**src/rtl/serial_adder.sv**
```systemverilog
// serial_adder
//   Bit-serial adder that reuses one full-adder cell for every bit position.
//   Each cycle it produces one sum bit, LSB first, and keeps the carry in a
//   register between bits. A WIDTH-bit add therefore takes WIDTH cycles in RUN.
//
// Parameters
//   WIDTH  operand/sum width in bits (2..32)
//
// Ports
//   clk    in   rising-edge clock
//   rst    in   synchronous reset, active-high; aborts any operation in flight
//   start  in   request; only sampled in IDLE
//   a, b   in   WIDTH-bit operands, captured when start is accepted
//   cin    in   carry-in, captured when start is accepted
//   busy   out  high while the adder is in RUN
//   done   out  one-cycle pulse; sum/cout are valid
//   sum    out  WIDTH-bit result, held until the next accepted start
//   cout   out  final carry-out, held with sum
//   ovf    out  (only when SERIAL_ADDER_OVF_EN is defined) two's-complement
//               signed overflow, held with sum
//
// Build option
//   SERIAL_ADDER_OVF_EN  adds the ovf output and its register.
module serial_adder #(
   parameter int WIDTH = 8
) (
   input  logic             clk,
   input  logic             rst,
   input  logic             start,
   input  logic [WIDTH-1:0] a,
   input  logic [WIDTH-1:0] b,
   input  logic             cin,
   output logic             busy,
   output logic             done,
   output logic [WIDTH-1:0] sum,
   output logic             cout
`ifdef SERIAL_ADDER_OVF_EN
   ,
   output logic             ovf
`endif
);

   localparam int CW = (WIDTH > 1) ? $clog2(WIDTH) : 1;

   localparam logic [1:0] S_IDLE = 2'd0;
   localparam logic [1:0] S_RUN  = 2'd1;
   localparam logic [1:0] S_DONE = 2'd2;

   logic [1:0]       r_state;
   logic [WIDTH-1:0] r_sha;
   logic [WIDTH-1:0] r_shb;
   logic             r_carry;
   logic [CW-1:0]    r_cnt;
   logic [WIDTH-1:0] r_sum;
   logic             r_cout;
`ifdef SERIAL_ADDER_OVF_EN
   logic             r_ovf;
`endif

   logic             w_bit;
   logic             w_carry_nxt;
   logic             w_last;

   // The single full-adder cell shared by all bit positions.
   assign w_bit       = r_sha[0] ^ r_shb[0] ^ r_carry;
   assign w_carry_nxt = (r_sha[0] & r_shb[0]) | (r_sha[0] & r_carry) | (r_shb[0] & r_carry);
   assign w_last      = (r_cnt == CW'(WIDTH - 1));

   always_ff @(posedge clk) begin
      if (rst) begin
         r_state <= S_IDLE;
         r_sha   <= '0;
         r_shb   <= '0;
         r_carry <= 1'b0;
         r_cnt   <= '0;
         r_sum   <= '0;
         r_cout  <= 1'b0;
`ifdef SERIAL_ADDER_OVF_EN
         r_ovf   <= 1'b0;
`endif
      end else begin
         case (r_state)
            S_IDLE: begin
               if (start) begin
                  r_sha   <= a;
                  r_shb   <= b;
                  r_carry <= cin;
                  r_cnt   <= '0;
                  r_sum   <= '0;
`ifdef SERIAL_ADDER_OVF_EN
                  r_ovf   <= 1'b0;
`endif
                  r_state <= S_RUN;
               end
            end
            S_RUN: begin
               r_carry <= w_carry_nxt;
               r_sha   <= {1'b0, r_sha[WIDTH-1:1]};
               r_shb   <= {1'b0, r_shb[WIDTH-1:1]};
               // New bit enters at the MSB so after WIDTH shifts bit 0 lands at sum[0].
               r_sum   <= {w_bit, r_sum[WIDTH-1:1]};
               r_cnt   <= r_cnt + 1'b1;
               if (w_last) begin
                  r_cout  <= w_carry_nxt;
`ifdef SERIAL_ADDER_OVF_EN
                  // On the MSB step r_carry is the carry into the MSB.
                  r_ovf   <= r_carry ^ w_carry_nxt;
`endif
                  r_state <= S_DONE;
               end
            end
            S_DONE: begin
               r_state <= S_IDLE;
            end
            default: begin
               r_state <= S_IDLE;
            end
         endcase
      end
   end

   assign busy = (r_state == S_RUN);
   assign done = (r_state == S_DONE);
   assign sum  = r_sum;
   assign cout = r_cout;
`ifdef SERIAL_ADDER_OVF_EN
   assign ovf  = r_ovf;
`endif

endmodule

```
**config.mk**
```make
export PLATFORM = sky130hd
export DESIGN_NAME = serial_adder
export DESIGN_NICKNAME = d
export VERILOG_FILES = /design/src/rtl/serial_adder.sv
export SDC_FILE = /design/constraint.sdc
export NUM_CORES = 1
export LEC_CHECK = 0
export CORE_ASPECT_RATIO = 1.25
export CORE_UTILIZATION = 26
export DETAILED_ROUTE_END_ITERATION = 16
export PLACE_DENSITY_LB_ADDON = 0.15
export SLEW_MARGIN = 20
export SYNTH_ARGS = -nofsm -noshare
export SYNTH_HDL_FRONTEND = slang
export SYNTH_SLANG_ARGS = --single-unit
```
**constraint.sdc**
```tcl
create_clock -name clk -period 1.6 [get_ports clk]
set_input_delay 0.32 -clock clk [delete_from_list [all_inputs] [get_ports clk]]
set_output_delay 0.32 -clock clk [all_outputs]
set_load 0.02 [all_outputs]
```
After elaboration in Yosys (flattened, before gate mapping)
Cells that the tools add are included.
{"block": "word_totals", "ff_bits": 31, "inputBits": 20, "out_inout_bits": 11}
{"block": "classes", "add_sub_neg": 1, "eq_ne": 5, "mux": 13, "bitwise_logic": 7, "n_reduce_logical": 5}
{"op": "8-bit case mux with 2 select lines", "count": 3}
{"op": "8-bit two-way mux", "count": 3}
{"op": "3-bit case mux with 2 select lines", "count": 1}
{"op": "2-bit AND reduction", "count": 3}
{"op": "2-bit two-way mux", "count": 2}
{"op": "2-bit case mux with 2 select lines", "count": 1}
{"op": "3-bit by 1-bit adder with 3-bit output (second input constant)", "count": 1}
{"op": "1-bit AND", "count": 3}
{"op": "3-bit equality test (second input constant)", "count": 1}
{"op": "3-bit two-way mux", "count": 1}
{"op": "2-bit by 1-bit equality test with 1-bit output (second input constant)", "count": 1}
{"op": "2-bit equality test (second input constant)", "count": 1}
{"op": "2-bit logical NOT", "count": 1}
{"op": "2-bit by 1-bit != test with 1-bit output (second input constant)", "count": 1}
{"op": "2-bit != test (second input constant)", "count": 1}
{"op": "1-bit bitwise OR", "count": 2}
{"op": "1-bit case mux with 2 select lines", "count": 1}
{"op": "2-bit nonzero test", "count": 1}
{"op": "1-bit bitwise XOR", "count": 2}
{"op": "1-bit two-way mux", "count": 1}

Depth between registers and ports, before layout
{"block": "logic_depth", "word_depth": 4, "ltp_mapped": 6}

Least setup slack after synthesis
No wires, ideal clock.
{"block": "synth_path", "path_kind": "reg2out", "from": "register r_state[0]", "to": "output done", "t_arrival_ps": 926, "t_required_ps": 1280, "slack_ps": 354, "stages_incl_launch_ff": 4, "n_path_buf": 2, "path_cell_list": "dfxtp_1 -> buf_4 -> buf_6 -> nor2b_1"}
{"block": "synth_via", "elab_chain_len": 1}
{"item": "start, declared", "line": "49", "source": "logic [1:0] r_state;"}
{"item": "start signal, assigned", "line": "71", "source": "r_state <= S_IDLE;"}
{"item": "start signal, assigned", "line": "93", "source": "r_state <= S_RUN;"}
{"item": "start signal, assigned", "line": "109", "source": "r_state <= S_DONE;"}
{"item": "2-bit equality test", "line": "123", "source": "assign done = (r_state == S_DONE);"}
{"item": "end, declared", "line": "34", "source": "output logic done,"}
No other way between the ends.

Worst setup path after layout
{"block": "layout_path", "from": "register r_cout, in the netlist cout", "to": "output cout"}
{"item": "start, declared", "line": "55", "source": "logic r_cout;"}
{"item": "start signal, assigned", "line": "104", "source": "r_cout <= w_carry_nxt;"}
{"item": "end, declared", "line": "36", "source": "output logic cout"}
No word-level cell between the ends.

==> run_results.csv <==
group,metric,value,unit
synth,synth_cells,143,
routing,drc_errors,0,
worst_setup_path,worstSetupEndpointType,"primary output",
finish,area_delta_synth_final,32.5,%
routing,ant_nets,0,
worst_setup_path,reg2reg_slack,0.33,ns
die,dieArea,5800,um2
synth,synthTopCellsByCount,"31 x dfxtp_1, 28 x nor2_1, 11 x mux2i_1",
pwr,clockPowerShare,0.330,
finish,drive_gt1_frac,0.186,
clock_network,cts_made_buffers,5,
synth,syn_area,1430,um2
clock_network,cts_hold_buf,0,
pwr,power_density,884,nW/um2
routing,vias_per_cell,4.70,
timing,hold_violations,0,
timing,rsz0062_at_grt,"no",
clock_network,cts_buffer_depth,2,
synth,ys_warn_count,0,
die,core,5190,um2
placed_design,hpwl,2.08,mm
worst_setup_path,worstRegToRegCells,5,
pwr,power.leakage,0.000851,uW
pwr,swShare,0.251,
die,die_w,68.3,um
synth,ys_ff_latch,31,
pwr,power_frac_seq,0.503,
finish,fill_cells,548,
clock_network,clock_latency,0.27,ns
synth,seq_area_frac_synth,0.434,
global_route,antenna_found_initial,0,
worst_setup_path,reg2reg_to,"r_sha[1]",
synth,synth_edf_count,0,
synth,synth_nets,166,
synth,netlist_top_cells_area,"dfxtp_1 43%, a211oi_2 8.7%, mux2i_1 7.7%",
placed_design,numPortBuffers,30,
worst_setup_path,cp_max_fo,2,
finish,layoutNonFillerInstCount,239,
die,initial_core_util,0.276,
synth,netlist.area_leader.share,0.434,
timing,skew,0.00413,ns
worst_setup_path,cp-start-kind,"flop",
worst_setup_path,cp.arrival,1.23,ns
routing,dr.pass1.iters,3,
timing,drv_slew,0,
clock_network,clkTransAtPathRegs,0.06,ns
routing,wl,3.04,mm
finish,layout.nets,201,
clock_network,clock-sinks,31,
clock_network,clockRootBuffer,"clkbuf_8",
worst_setup_path,worst_path_max_delay_cell,"clkdlybuf4s50_1",
placed_design,dp.cells,233,
pwr,ir_drop,0.474,mV
worst_hold_path,hp-class,"reg -> reg",
worst_setup_path,crit_family,"buffers and inverters",
global_route,gr-total-overflow,0,
synth,yosysTopAreaCell,"dfxtp_1",
synth,synth.distinct_cells,29,
timing,fin_crit_sh,0.970,
clock_network,htree_num_levels,2,
worst_setup_path,required,1.28,ns
synth,syn_avg_cell_area,10.0,um2
placed_design,gp_congestion,0.783,
pwr,combPwrFrac,0.167,
die,die_h,84.9,um
worst_setup_path,r2r-start,"r_state[0]",
worst_hold_path,min_path_cells,2,
timing,relSlewSlack,0.810,
routing,wire_per_inst,12.7,um
flow_run,maxCapViolations,0,
global_route,grt_usage,0.119,
worst_setup_path,max_stage_delay,0.62,ns
clock_network,cts_tree,"yes",
worst_setup_path,cp_num_buf_inv,1,
timing,worst_pin_slew,0.284,ns
worst_hold_path,worst_hold_path.endpoint,"r_sha[7]",
worst_setup_path,path_cells,"clkdlybuf4s50_1",
finish,antennaDiodeCount,0,
timing,setup_slack,0.0476,ns
global_route,grt_pass1_vias,1163,
die,boundaryPins,31,
timing,min_period,1.55,ns
routing,dr.first_iter.drc_count,28,
worst_setup_path,cp_num_cells,1,
worst_setup_path,worstSetupPathType,"reg -> out",
placed_design,place_worst_setup_slack,-0.0473,ns
synth,async_flop_share,0,
timing,max_freq,644,MHz
run_status,status,"finished clean",
worst_hold_path,min-delay-start,"r_sha[7]",
die,rows,29,
global_route,grt_max_degree,32,
pwr,netSwitchingPower,421,uW
synth,ys_dominant_reg_cell,"dfxtp_1",
synth,yosysMostFrequentCell,"dfxtp_1",
pwr,internal_power,1250,uW
global_route,grt_pass1_wl,5.17,mm
timing,setup_viol,0,
routing,vias,1123,
-- area by class of cell --
class,count,area [um2],area share
timing repair buffer,40,412,0.217
clock buffer,6,72.6,0.0383
tap,62,77.6,0.0410
multi-input combinational,91,678,0.358
sequential,31,621,0.328
inverter,9,33.8,0.0178
-- cell usage in the layout (no fill, tap or decap), drive strengths merged --
cell type and n:
dfxtp 31, nor2 28, clkdlybuf4s50 21, a211oi 13, mux2i 11, buf 10
a21oi 9, a22oi 9, inv 9, dlymetal6s2s 6, clkbuf 6, o221a 4
dlygate4sd2 3, o22a 2, or3b 2, o21ai 2, ha 2, nand2b 2
nor2b 1, nand2 1, o21ba 1, o21bai 1, a2bb2oi 1, a311oi 1
fa 1
-- cell families (layout without fill, tap and decap cells) --
logic type | count (synthesis) | in the layout | share of synthesized area
flip-flops | 31 | 31 | 0.434
buffers and inverters | 21 | 55 | 0.0919
AO/OA/AOI/OAI | 43 | 43 | 0.259
AND/OR/NAND/NOR | 34 | 34 | 0.107
multiplexers | 11 | 11 | 0.0770
adder cells (fa/ha/maj) | 3 | 3 | 0.0315
-- worst max-delay path by stage --
stage	start	endpoint	slack, ns
after global placement	start	r_sha[3]	-0.02
final	cout	cout	0.05
after floorplan	r_state[0]	done	0.35
after CTS	sum[6]	sum[6]	0.02
after detailed placement	start	r_sha[1]	-0.05
after global routing	cout	cout	0.03
-- registers in the layout, summed over array words and instances (netlist names) --
name     count
sum          8
r_shb        8
r_sha        8
r_carry      1
r_state      2
r_cnt        3
cout         1
-- per-stage QoR --
| step | total power (uW) | utilization | area, um2 | setup TNS, ns | hold slack (ns) |
|---|---|---|---|---|---|
| final | 1680 | 0.365 | 1890 | 0 | 0.480 |
| after global routing | 1770 | 0.365 | 1890 | 0 | 0.499 |
| after CTS | 1710 | 0.362 | 1880 | 0 | 0.484 |
| after detailed placement | 1150 | 0.349 | 1810 | -0.381 | 0.475 |
| after global placement | 1140 | 0.349 | 1810 | -0.160 | 0.476 |
| after floorplan | 1050 | - | 1430 | 0 | 0.453 |
-- repair_timing --
action                     in CTS  in global routing
gates resized for setup         3                  6
setup endpoints to repair       3                  6
buffers inserted                0                  0
-- worst min-delay path: stages (launching register included) --
cell	delay (ns)
dfxtp_1	0.31
o21ai_0	0.06
a21oi_1	0.06
-- power groups by stage --
stage                     Clock, uW  Sequential (uW)  Combinational (uW)
after floorplan                   0              856                 190
after global placement            0              859                 281
after detailed placement          0              861                 286
after CTS                       580              843                 286
after global routing            616              848                 308
final                           553              843                 279
-- metal layers --
metal	part of all wire	track usage	vias to the layer above
met3	0.051	0.0511	4
met1	0.46	0.139	524
met4	0.016	0.0455	0
met2	0.47	0.189	22
li1	-	-	573
met5	0	0	-
(Power assumes the default switching activity.)
